==> config.mk <==
export PLATFORM = sky130hd
export DESIGN_NAME = mul_add_egress
export DESIGN_NICKNAME = d
export VERILOG_FILES = /design/src/rtl/mul_add_pkg.sv /design/src/rtl/mul_add_egress_fifo.sv /design/src/rtl/mul_add_egress.sv
export SDC_FILE = /design/constraint.sdc
export NUM_CORES = 1
export LEC_CHECK = 0
export BUFFER_PORTS_ARGS = -buffer_cell sky130_fd_sc_hd__clkbuf_2
export CORE_UTILIZATION = 55
export CTS_CLUSTER_DIAMETER = 150
export DETAILED_ROUTE_END_ITERATION = 10
export GPL_TIMING_DRIVEN = 0
export PLACE_DENSITY = 0.74
export SYNTH_ARGS = -nofsm -noshare
export SYNTH_HDL_FRONTEND = slang
export SYNTH_SLANG_ARGS = --single-unit
==> constraint.sdc <==
create_clock -name clk -period 7.5 [get_ports clk]
set_clock_uncertainty 0.15 [all_clocks]
set_input_delay 0 -clock clk [delete_from_list [all_inputs] [get_ports clk]]
set_output_delay 0 -clock clk [all_outputs]
set_load 0.02 [all_outputs]
==> src/rtl/mul_add_pkg.sv <==
// Shared constants and types for the mul_add pipeline and its egress stage.
package mul_add_pkg;
  localparam int MUL_ADD_LATENCY = 3;
  localparam int MUL_ADD_WIDTH   = 32;

  typedef logic [MUL_ADD_WIDTH-1:0] mul_add_word_t;
endpackage

==> src/rtl/mul_add_egress_fifo.sv <==
// Result FIFO for the egress stage: storage, wrap-at-DEPTH pointers and occupancy.
module mul_add_egress_fifo
  import mul_add_pkg::*;
#(
  parameter int WIDTH = MUL_ADD_WIDTH,
  parameter int DEPTH = 8,
  localparam int PTR_W = (DEPTH > 1) ? $clog2(DEPTH) : 1,
  localparam int CNT_W = $clog2(DEPTH + 1)
) (
  input  logic             clk,
  input  logic             rst_n,
  input  logic             push,
  input  logic [WIDTH-1:0] wdata,
  input  logic             pop,
  output logic [WIDTH-1:0] rdata,
  output logic             full,
  output logic             empty,
  output logic [CNT_W-1:0] count
);

  logic [WIDTH-1:0] mem [DEPTH];
  logic [PTR_W-1:0] wr_ptr;
  logic [PTR_W-1:0] rd_ptr;
  logic             do_pop;

  // Pointers wrap explicitly so DEPTH need not be a power of two.
  function automatic logic [PTR_W-1:0] next_ptr(input logic [PTR_W-1:0] ptr);
    if (ptr == PTR_W'(DEPTH - 1)) return '0;
    return ptr + PTR_W'(1);
  endfunction

  assign full   = (count == CNT_W'(DEPTH));
  assign empty  = (count == '0);
  assign do_pop = pop & ~empty;
  assign rdata  = mem[rd_ptr];

  always_ff @(posedge clk or negedge rst_n) begin
    if (!rst_n) begin
      wr_ptr <= '0;
      rd_ptr <= '0;
      count  <= '0;
    end else begin
      if (push)   wr_ptr <= next_ptr(wr_ptr);
      if (do_pop) rd_ptr <= next_ptr(rd_ptr);
      case ({push, do_pop})
        2'b10:   count <= count + CNT_W'(1);
        2'b01:   count <= count - CNT_W'(1);
        default: count <= count;
      endcase
    end
  end

  // Storage is deliberately left out of reset.
  always_ff @(posedge clk) begin
    if (push) mem[wr_ptr] <= wdata;
  end

endmodule

==> src/rtl/mul_add_egress.sv <==
// Egress stage for mul_add: tags accepted issues through the fixed-latency pipe,
// captures matching results into a FIFO and hands out issue credits.
module mul_add_egress
  import mul_add_pkg::*;
#(
  parameter int WIDTH   = MUL_ADD_WIDTH,
  parameter int LATENCY = MUL_ADD_LATENCY,
  parameter int DEPTH   = 8,
  localparam int CNT_W  = $clog2(DEPTH + 1),
  localparam int IN_W   = $clog2(LATENCY + 1)
) (
  input  logic             clk,
  input  logic             rst_n,
  input  logic             issue_valid,
  output logic             issue_ready,
  input  logic [WIDTH-1:0] result,
  output logic             out_valid,
  input  logic             out_ready,
  output logic [WIDTH-1:0] out_data,
  output logic [CNT_W-1:0] count,
  output logic [IN_W-1:0]  inflight
);

  // Handshakes: an issue transfers on an edge where issue_valid & issue_ready;
  // a result transfers on an edge where out_valid & out_ready. issue_ready and
  // out_valid depend on registered state only.

  localparam int SUM_W = CNT_W + IN_W;

  logic [LATENCY-1:0] tag;
  logic               accept;
  logic               push;
  logic               pop;
  logic               full;
  logic               empty;
  logic [SUM_W-1:0]   occupancy;

  assign accept    = issue_valid & issue_ready;
  assign push      = tag[LATENCY-1];
  assign pop       = out_valid & out_ready;
  assign out_valid = ~empty;

  // Credits cover both captured results and results still inside mul_add.
  assign occupancy   = SUM_W'(count) + SUM_W'(inflight);
  assign issue_ready = (occupancy < SUM_W'(DEPTH));

  always_ff @(posedge clk or negedge rst_n) begin
    if (!rst_n) begin
      tag      <= '0;
      inflight <= '0;
    end else begin
      tag[0] <= accept;
      for (int i = 1; i < LATENCY; i++) tag[i] <= tag[i-1];
      case ({accept, push})
        2'b10:   inflight <= inflight + IN_W'(1);
        2'b01:   inflight <= inflight - IN_W'(1);
        default: inflight <= inflight;
      endcase
    end
  end

  mul_add_egress_fifo #(
    .WIDTH (WIDTH),
    .DEPTH (DEPTH)
  ) u_fifo (
    .clk   (clk),
    .rst_n (rst_n),
    .push  (push),
    .wdata (result),
    .pop   (pop),
    .rdata (out_data),
    .full  (full),
    .empty (empty),
    .count (count)
  );

  push_while_full: assert property (@(posedge clk) disable iff (!rst_n)
    !(push && full && !pop));

endmodule

# --- Word-level counts from Yosys, hierarchy flattened ---
# Memories as Yosys holds them, arrays and structs flattened.
# Cells that the tools add are included.
totals:
  word_cells: 39
  n_memories: 1
  input_bits: 36
  reg_bits: 15
  out_inout_bits: 40
  mem_bits_rw: 256
mem_list:
  columns: ["memory", "depth", "width", "rd", "rd_clocked_by_memory_dff", "write_ports", "line", "source"]
  rows:
  - ["u_fifo.mem", 8, 32, 1, 0, 1, "mul_add_egress_fifo.sv:21", "logic [WIDTH-1:0] mem [DEPTH];"]
op_classes:
  n_mux: 12
  magnitude_cmp: 1
  addsub: 7
  eq_ne: 6
  bitwise: 4
  reduce_logical: 3
op_table:
  columns: ["cell", "n"]
  rows:
  - ["$mux W3", 4]
  - ["$pmux W4 S2", 1]
  - ["$add A3 B1 Y3 const B", 2]
  - ["$eq A3 B3 Y1 const B", 2]
  - ["$mux W1", 6]
  - ["$add A4 B2 Y5", 1]
  - ["$lt A5 B4 Y1 const B", 1]
  - ["$add A4 B1 Y4 const B", 1]
  - ["$eq A2 B1 Y1 const B", 2]
  - ["$eq A2 B2 Y1 const B", 2]
  - ["$logic_not A4 Y1", 1]
  - ["$pmux W2 S2", 1]
  - ["$reduce_bool A2 Y1", 2]
  - ["$sub A4 B1 Y4 const B", 1]
  - ["$and A1 B1 Y1", 3]
  - ["$add A2 B1 Y2 const B", 1]
  - ["$sub A2 B1 Y2 const B", 1]
  - ["$not A1 Y1", 1]

# --- Depth between registers and ports, before layout ---
# Gate-level depths: netlist of the first run.
depth:
  word_depth: 6
  ltp_mapped: 10
  depth_no_buf: 10

# --- Cells and area by module ---
# From an unflattened synthesis of the first run, not the netlist that was laid out.
unflattened:
  hier_cells: 455
  hier_area_um2: 10495.1
modules_own_cells:
  columns: ["module", "seq_area_each_um2", "cells_per_inst", "n_inst", "area_per_inst_um2"]
  rows:
  - ["mul_add_egress_fifo", 7937.6, 438, 1, 10277.4]
  - ["mul_add_egress", 125.1, 17, 1, 217.7]

# --- Least setup slack after synthesis of the first run ---
# No wires, ideal clock.
synth_path:
  path_kind: "reg-to-reg"
  from: "register u_fifo.wr_ptr[0]"
  to: "memory u_fifo.mem[0][0] (netlist name) (enable)"
  setup_ns: 0.461
  required_ns: 6.889
  path_buffers: 0
  setup_slack_ns: 4.092
  synth_period_minus_slack_ns: 3.408
  path_stages_with_launch: 3
  arrival_ns: 2.796
  path_cell_list: "dfrtp_1 > nand2b_1 > nor3_1"
synth_rtl:
  columns: ["element", "line", "source"]
  rows:
  - ["start, declared", "mul_add_egress_fifo.sv:22", "logic [PTR_W-1:0] wr_ptr;"]
  - ["start signal, assigned", "mul_add_egress_fifo.sv:43", "if (push) wr_ptr <= next_ptr(wr_ptr);"]
  - ["end, declared", "mul_add_egress_fifo.sv:21", null]
# No word-level cell before the write port.

# --- Worst setup path in the final report of the first run ---
layout_path:
  from: "register u_fifo.count[2]"
  to: "register u_fifo.count[2]"
layout_via:
  elab_chain_len: 6
  word_cells_on_any_way: 10
  cone_classes: "add/sub: 2; eq/ne: 2; mux: 1; bitwise: 3; reduce/logical: 2"
layout_rtl:
  columns: ["element", "line", "source"]
  rows:
  - ["start, declared", "mul_add_egress_fifo.sv:18", "output logic [CNT_W-1:0] count"]
  - ["start signal, assigned", "mul_add_egress_fifo.sv:46", "2'b10: count <= count + CNT_W'(1);"]
  - ["start signal, assigned", "mul_add_egress_fifo.sv:47", "2'b01: count <= count - CNT_W'(1);"]
  - ["start signal, assigned", "mul_add_egress_fifo.sv:48", "default: count <= count;"]
  - ["$logic_not A4 Y1", "mul_add_egress_fifo.sv:33", "assign empty = (count == '0);"]
  - ["$not A1 Y1", "mul_add_egress_fifo.sv:34, mul_add_egress.sv:41", null]
  - ["$and A1 B1 Y1", "mul_add_egress.sv:40", "assign pop = out_valid & out_ready;"]
  - ["$and A1 B1 Y1", "mul_add_egress_fifo.sv:34", "assign do_pop = pop & ~empty;"]
  - ["$eq A2 B1 Y1 / $eq A2 B2 Y1 (equally long branches)", "mul_add_egress_fifo.sv:45", "case ({push, do_pop})"]
  - ["$pmux W4 S2 / $reduce_bool A2 Y1 (equally long branches)", null, null]
# Parallel ways exist; a longest one is shown, timed or not.
# A chain may end at the register's enable or synchronous reset.

==> impl_metrics.yaml, run 1 <==
run_status:
  status: "complete, no violations"
critical_path:
  startpoint: "u_fifo.count[2]"
  crit_cells: 10
  endpoint_kind: "register"
  max_stage_delay_ns: 0.57
  criticalPathCategory: "register to register"
  cp-endpoint: "u_fifo.count[2]"
  crit_path_frequent_cell: "xor2_1"
  timing.reg2reg.setup_slack_ns: 4.61
  startpoint_type: "register"
  r2r.worst_path.cells: 10
  path_cells: "or4_1, nand2_1, inv_1, ha_1, xor2_1, ha_1, a21oi_1, xor2_1, nor2_1, xor2_1"
  critical_path_buf_inv_count: 1
  path_max_fanout: 7
  crit_family: "simple AND/OR/NAND/NOR gates"
  worst_path_max_delay_cell: "or4_1"
  crit_required_ns: 7.75
  r2r-start: "u_fifo.count[2]"
  critical_path_arrival_ns: 3.15
  r2r_end: "u_fifo.count[2]"
clock_tree:
  cts_resized: 0
  cts_sinks: 271
  htree_levels: 1
  postCtsSetupBuffers: 0
  cts.clk_slew.worst_paths_ns: 0.06
  cts_buffers: 27
  clockRootBuffer: "clkbuf_16"
  cts_tree: "yes"
  clock_latency_ns: 0.52
  clock_path_buffers: 3
  ctsHoldBuffers: 36
finish:
  drive_gt1_share_pct: 39.3
  n_antenna_cell: 0
  fin_nets: 640
  final_common_cell: "edfxtp_1"
  fill_cells: 1134
  area_growth_pct: 20.2
  final_cell_mix: "256 x edfxtp_1, 75 x clkbuf_2, 64 x mux4_2"
  regArea_mm2: 0.00806
  multi_input_area_mm2: 0.00226
route:
  wl_per_cell_um: 23.1
  vias: 4948
  viasPerCell: 5.86
  route.detailed.drc: 0
  drt-total-wl_um: 19500
  dr.pass1.iters: 4
  drt-initial-drc-count: 336
  ant_nets: 0
sta:
  hold_viol: 0
  setup_violations: 0
  fmax_mhz: 346
  hold_ws_ns: 0.109
  setup_tns_ns: 0
  fin_crit_sh_pct: 38.6
  worstMarginPinSlew_ns: 0.886
  finalMaxSlewViolations: 0
  rsz0062_at_grt: "no"
  fin_crit_ns: 2.89
  slew_headroom_pct: 40.8
logic_synthesis:
  synthXorXnorAreaFrac_pct: 0.759
  synth_top_family_by_area: "multiplexers"
  synth_mux_area_share_pct: 17.9
  synth_warnings: 0
  synthSimpleGateAreaFrac_pct: 1.10
  synth_nets: 487
  netlist.area_leader.share_pct: 74.0
  ys_seq_elements: 271
  synth_fa_ha_area_share_pct: 1.08
  synth_compound_area_share_pct: 0.409
  yosysUniqueCellTypes: 24
  syn_inst: 442
  syn_area_per_cell_um2: 23.5
  synth_area_mm2: 0.0104
  seq_area_frac_synth_pct: 77.6
  yosys.area.top_type: "edfxtp_1"
  synthTopCellsByArea: "edfxtp_1 74%, mux4_2 14%, mux2_2 4.0%, dfrtp_1 3.6%, ha_1 1.1%"
global_route:
  grt_usage_pct: 21.3
  grt_max_degree: 26
  grt_pass1_wl_um: 30600
  grt_pass1_vias: 5390
  grt-ovfl-total: 0
  antenna_found_initial: 0
die:
  start_util_pct: 57.1
  die_x_um: 139
  io_pins: 76
  fp.dieArea_mm2: 0.0194
  fp-row-count: 49
  core_area_mm2: 0.0182
  die_y_um: 139
place:
  place.gp.congestion: 0.745
  dp_hpwl_um: 11800
  io_buffers: 75
hold_path:
  holdPathStages: 4
  hp-class: "input port to register"
power_and_ir_drop:
  powerDensity_mw_per_mm2: 380
  p_leak_nw: 4.23
  ir_drop_mv: 0.264
job:
  maxCapViolations: 0
==> worst min path at each step <==
stage           startpoint           to  slack, ns
6_report       issue_valid       tag[0]       0.11
5_1_grt        issue_valid       tag[0]       0.13
4_1_cts        issue_valid       tag[0]       0.09
3_5_place_dp         rst_n  inflight[1]      -0.21
2_1_floorplan        rst_n  inflight[0]      -0.45
3_3_place_gp         rst_n  inflight[1]      -0.22
==> cell usage after synthesis <==
cell type	instances
xnor2_1	3
nand2_1	6
a31o_2	1
nor2_1	8
inv_1	3
o21ai_0	2
clkbuf_1	5
nand2b_1	3
nor2b_1	1
xor2_1	6
edfxtp_1	256
buf_2	5
ha_1	9
mux4_2	64
buf_1	3
a21oi_1	2
a21o_1	1
dfrtp_1	15
a31oi_1	1
buf_6	5
or4_1	1
mux2_2	37
nand4b_1	1
nor3_1	4
==> cell type report <==
class,instances,area share [%]
Timing Repair Buffer,124,7.67
Clock buffer,35,5.65
Sequential cell,271,64.6
Tap cell,229,2.29
Clock inverter,14,0.722
Multi-Input combinational cell,150,18.1
Inverter,3,0.0902
Buffer,18,0.892
==> per-stage QoR <==
step,setup slack [ns],power [mW],util [%],std cells,cell area [um2]
after CTS,4.58,4.80,68.6,844,12500
after detailed placement,4.62,3.56,62.2,759,11300
after global routing,4.42,4.97,68.6,844,12500
after global placement,2.05,3.47,60.7,746,11100
final,4.61,4.75,68.6,844,12500
after floorplan,4.09,3.05,-,442,10400
==> flip-flops by register name, indices dropped and copies added, names as in the netlist <==
register	flops
inflight	2
tag	3
u_fifo.count	4
u_fifo.mem	256
u_fifo.rd_ptr	3
u_fifo.wr_ptr	3
==> power breakdown <==
part	leakage, nW	internal (mW)	switching [mW]
sequential	2.49	1.84	0.0813
combinational	1.35	0.737	0.862
clock	0.391	0.695	0.532
total	4.23	3.27	1.47
==> per-layer routing <==
metal / up-vias / track usage (%) / wire length [um]
li1: 2165 / - / -
met1: 2582 / 28.7 / 8090
met2: 168 / 36.2 / 9960
met3: 33 / 3.41 / 1050
met4: 0 / 6.67 / 422
met5: - / 0 / 0
==> worst reg2reg max path: stages (launching register included) <==
cell and delay [ns]:
dfrtp_1 0.46, or4_1 0.57, nand2_1 0.24, inv_1 0.10, ha_1 0.29, xor2_1 0.18
ha_1 0.20, a21oi_1 0.17, xor2_1 0.20, nor2_1 0.08, xor2_1 0.14
==> cell families (layout without fill, tap and decap cells) <==
family,Yosys count,in the layout
AO/OA/AOI/OAI,7,7
XOR/XNOR,9,9
adder cells (fa/ha/maj),9,9
buffers and inverters,21,194
flip-flops,271,271
multiplexers,101,101
AND/OR/NAND/NOR,24,24
Note: power is estimated with default switching activity, not from simulation.
==> run 2: changes to the inputs <==
--- a/config.mk
+++ b/config.mk
@@ -6,11 +6,11 @@
 export NUM_CORES = 1
 export LEC_CHECK = 0
 export BUFFER_PORTS_ARGS = -buffer_cell sky130_fd_sc_hd__clkbuf_2
-export CORE_UTILIZATION = 55
+export CORE_UTILIZATION = 54
 export CTS_CLUSTER_DIAMETER = 150
 export DETAILED_ROUTE_END_ITERATION = 10
 export GPL_TIMING_DRIVEN = 0
-export PLACE_DENSITY = 0.74
+export PLACE_DENSITY = 0.76
 export SYNTH_ARGS = -nofsm -noshare
 export SYNTH_HDL_FRONTEND = slang
 export SYNTH_SLANG_ARGS = --single-unit
==> constraint.sdc (replaced) <==
create_clock -name clk -period 2.37 [get_ports clk]
set_clock_uncertainty 0.15 [all_clocks]
set_input_delay 0 -clock clk [delete_from_list [all_inputs] [get_ports clk]]
set_output_delay 0 -clock clk [all_outputs]
set_load 0.02 [all_outputs]
==> impl_metrics.yaml, run 2 (synthesized netlist as in run 1, its figures left out) <==
run_status:
  status: "finished, violations left"
  violations: "negative setup slack"
clock_tree:
  cts_tree: "yes"
  clockRootBuffer: "clkbuf_16"
  cts_sinks: 271
  htree_levels: 1
  clock_latency_ns: 0.52
  cts_buffers: 26
  clock_path_buffers: 3
  cts.clk_slew.worst_paths_ns: 0.06
sta:
  fmax_mhz: 415
  rsz0062_at_grt: "yes"
  fin_crit_sh_pct: 102
  finalMaxSlewViolations: 0
  slew_headroom_pct: 52.4
  hold_viol: 0
  setup_tns_ns: -0.170
  worstMarginPinSlew_ns: 0.711
  fin_ws_ns: -0.0393
  setup_violations: 14
  fin_crit_ns: 2.41
route:
  drt-initial-drc-count: 359
  wl_per_cell_um: 22.8
  route.detailed.drc: 0
  dr.pass1.iters: 4
  viasPerCell: 5.86
  drt-total-wl_um: 19400
  vias: 4987
  ant_nets: 0
finish:
  top_regs: "u_fifo.mem x256, u_fifo.count x4"
  fin_nets: 646
  final_common_cell: "edfxtp_1"
  multi_input_area_mm2: 0.00232
  top_register: "u_fifo.mem"
  largest_reg_flops: 256
  area_growth_pct: 22.8
  final_cells: 851
  n_antenna_cell: 0
  regArea_mm2: 0.00807
  drive_gt1_share_pct: 43.3
  final_cell_mix: "256 x edfxtp_1, 65 x clkbuf_2, 64 x mux4_2"
  fill_cells: 1145
  final_cell_area_mm2: 0.0128
  post-route-util_pct: 68.0
critical_path:
  worst_path_max_delay_cell: "mux4_2"
  timing.reg2reg.setup_slack_ns: 0.03
  path_max_fanout: 10
  critical_path_arrival_ns: 2.26
  crit_required_ns: 2.22
  startpoint_type: "register"
  criticalPathCategory: "register to output pin"
  r2r_end: "u_fifo.count[2]"
  endpoint_kind: "output pin"
  r2r-start: "u_fifo.count[2]"
  crit_path_frequent_cell: "buf_12"
  max_stage_delay_ns: 0.51
  r2r.worst_path.cells: 10
  critical_path_buf_inv_count: 3
  path_cells: "buf_12, buf_12, mux4_2, mux2_2, clkbuf_2"
  crit_family: "multiplexers"
hold_path:
  hp-class: "input port to register"
  hold_end: "tag[0]"
  holdPathStages: 4
  hold_start: "issue_valid"
power_and_ir_drop:
  swShare_pct: 30.1
  finalPower_mw: 15.6
  p_leak_nw: 4.35
  p_seq_share_pct: 39.0
  p_sw_mw: 4.71
  p_comb_share_pct: 35.4
  clock_power_share_pct: 25.6
  intPower_mw: 10.9
  powerDensity_mw_per_mm2: 1220
  ir_drop_mv: 0.957
place:
  io_buffers: 75
  place.gp.congestion: 0.711
  dp_hpwl_um: 11700
  place_inst: 761
  placed_cell_area_mm2: 0.0114
die:
  start_util_pct: 55.4
  io_pins: 76
  die_x_um: 141
  die_y_um: 141
  fp.dieArea_mm2: 0.0198
  fp-row-count: 50
  core_area_mm2: 0.0188
job:
  maxCapViolations: 0
global_route:
  grt_max_degree: 24
  grt_pass1_vias: 5276
  grt_pass1_wl_um: 29800
  antenna_found_initial: 0
  grt_usage_pct: 20.5
  grt-ovfl-total: 0
[run 2: changes by cell type in the layout (fill, tap and decap cells not counted), sizes merged]
cell	previous run	this run
bufinv	1	3
clkbuf	115	98
inv	4	3
buf	26	47
clkinvlp	0	1
clkinv	12	8
[run 2: layer usage]
metal,track usage [%],share of wire (%),vias up
met5,0,0,-
met4,5.78,1.9,0
met3,3.43,5.6,32
met2,36.1,52,169
met1,26.6,41,2614
li1,-,-,2172
[run 2: power by group through the flow]
stage	clock network (mW)	logic [mW]	registers [mW]
2_1_floorplan	0	3.52	6.21
3_3_place_gp	0	4.82	6.19
3_5_place_dp	0	5.12	6.21
4_1_cts	4.06	5.52	6.10
5_1_grt	4.25	5.89	6.14
6_report	4.00	5.53	6.10
[run 2: how the worst max path moves through the flow]
stage	slack [ns]	to	start	depth (start not counted)
2_1_floorplan	-0.21	u_fifo.mem[4][0]	u_fifo.wr_ptr[0]	2
3_3_place_gp	-1.50	u_fifo.mem[6][21]	u_fifo.wr_ptr[0]	2
3_5_place_dp	-0.08	u_fifo.count[2]	u_fifo.count[2]	10
4_1_cts	-0.05	out_data[1]	u_fifo.rd_ptr[0]	5
5_1_grt	-0.09	out_data[16]	u_fifo.rd_ptr[0]	5
6_report	-0.04	out_data[26]	u_fifo.rd_ptr[0]	5
[run 2: area by class of cell]
cell class	count	share of cell area, %
clock inverters	12	1.02
well taps	234	2.29
multi-input cells	150	18.2
flip-flops and latches	271	63.2
repair buffers	131	8.27
inverters	3	0.0882
clock buffers	32	5.44
plain buffers	18	1.47
[run 2: timing repair]
item | 4_1_cts | 5_1_grt
pin swaps | 5 | 6
gates resized for setup | 31 | 22
hold buffers | 36 | 0
setup buffers | 8 | 2
setup endpoints to repair | 33 | 44
endpoints found under the hold margin | 279 | 0
cloned | 0 | 0
[run 2: metrics by stage]
step,setup WS (ns),hold slack [ns]
finish,-0.0393,0.105
global route,-0.0854,0.143
CTS,-0.0462,0.0953
detailed placement,-0.0821,-0.203
global placement,-1.50,-0.220
floorplan,-0.210,-0.446
[run 2: tightest hold or removal path, cell delays in order]
cell and delay [ns]:
dlygate4sd3_1 0.52, clkbuf_2 0.10, nand2_1 0.06, inv_1 0.06
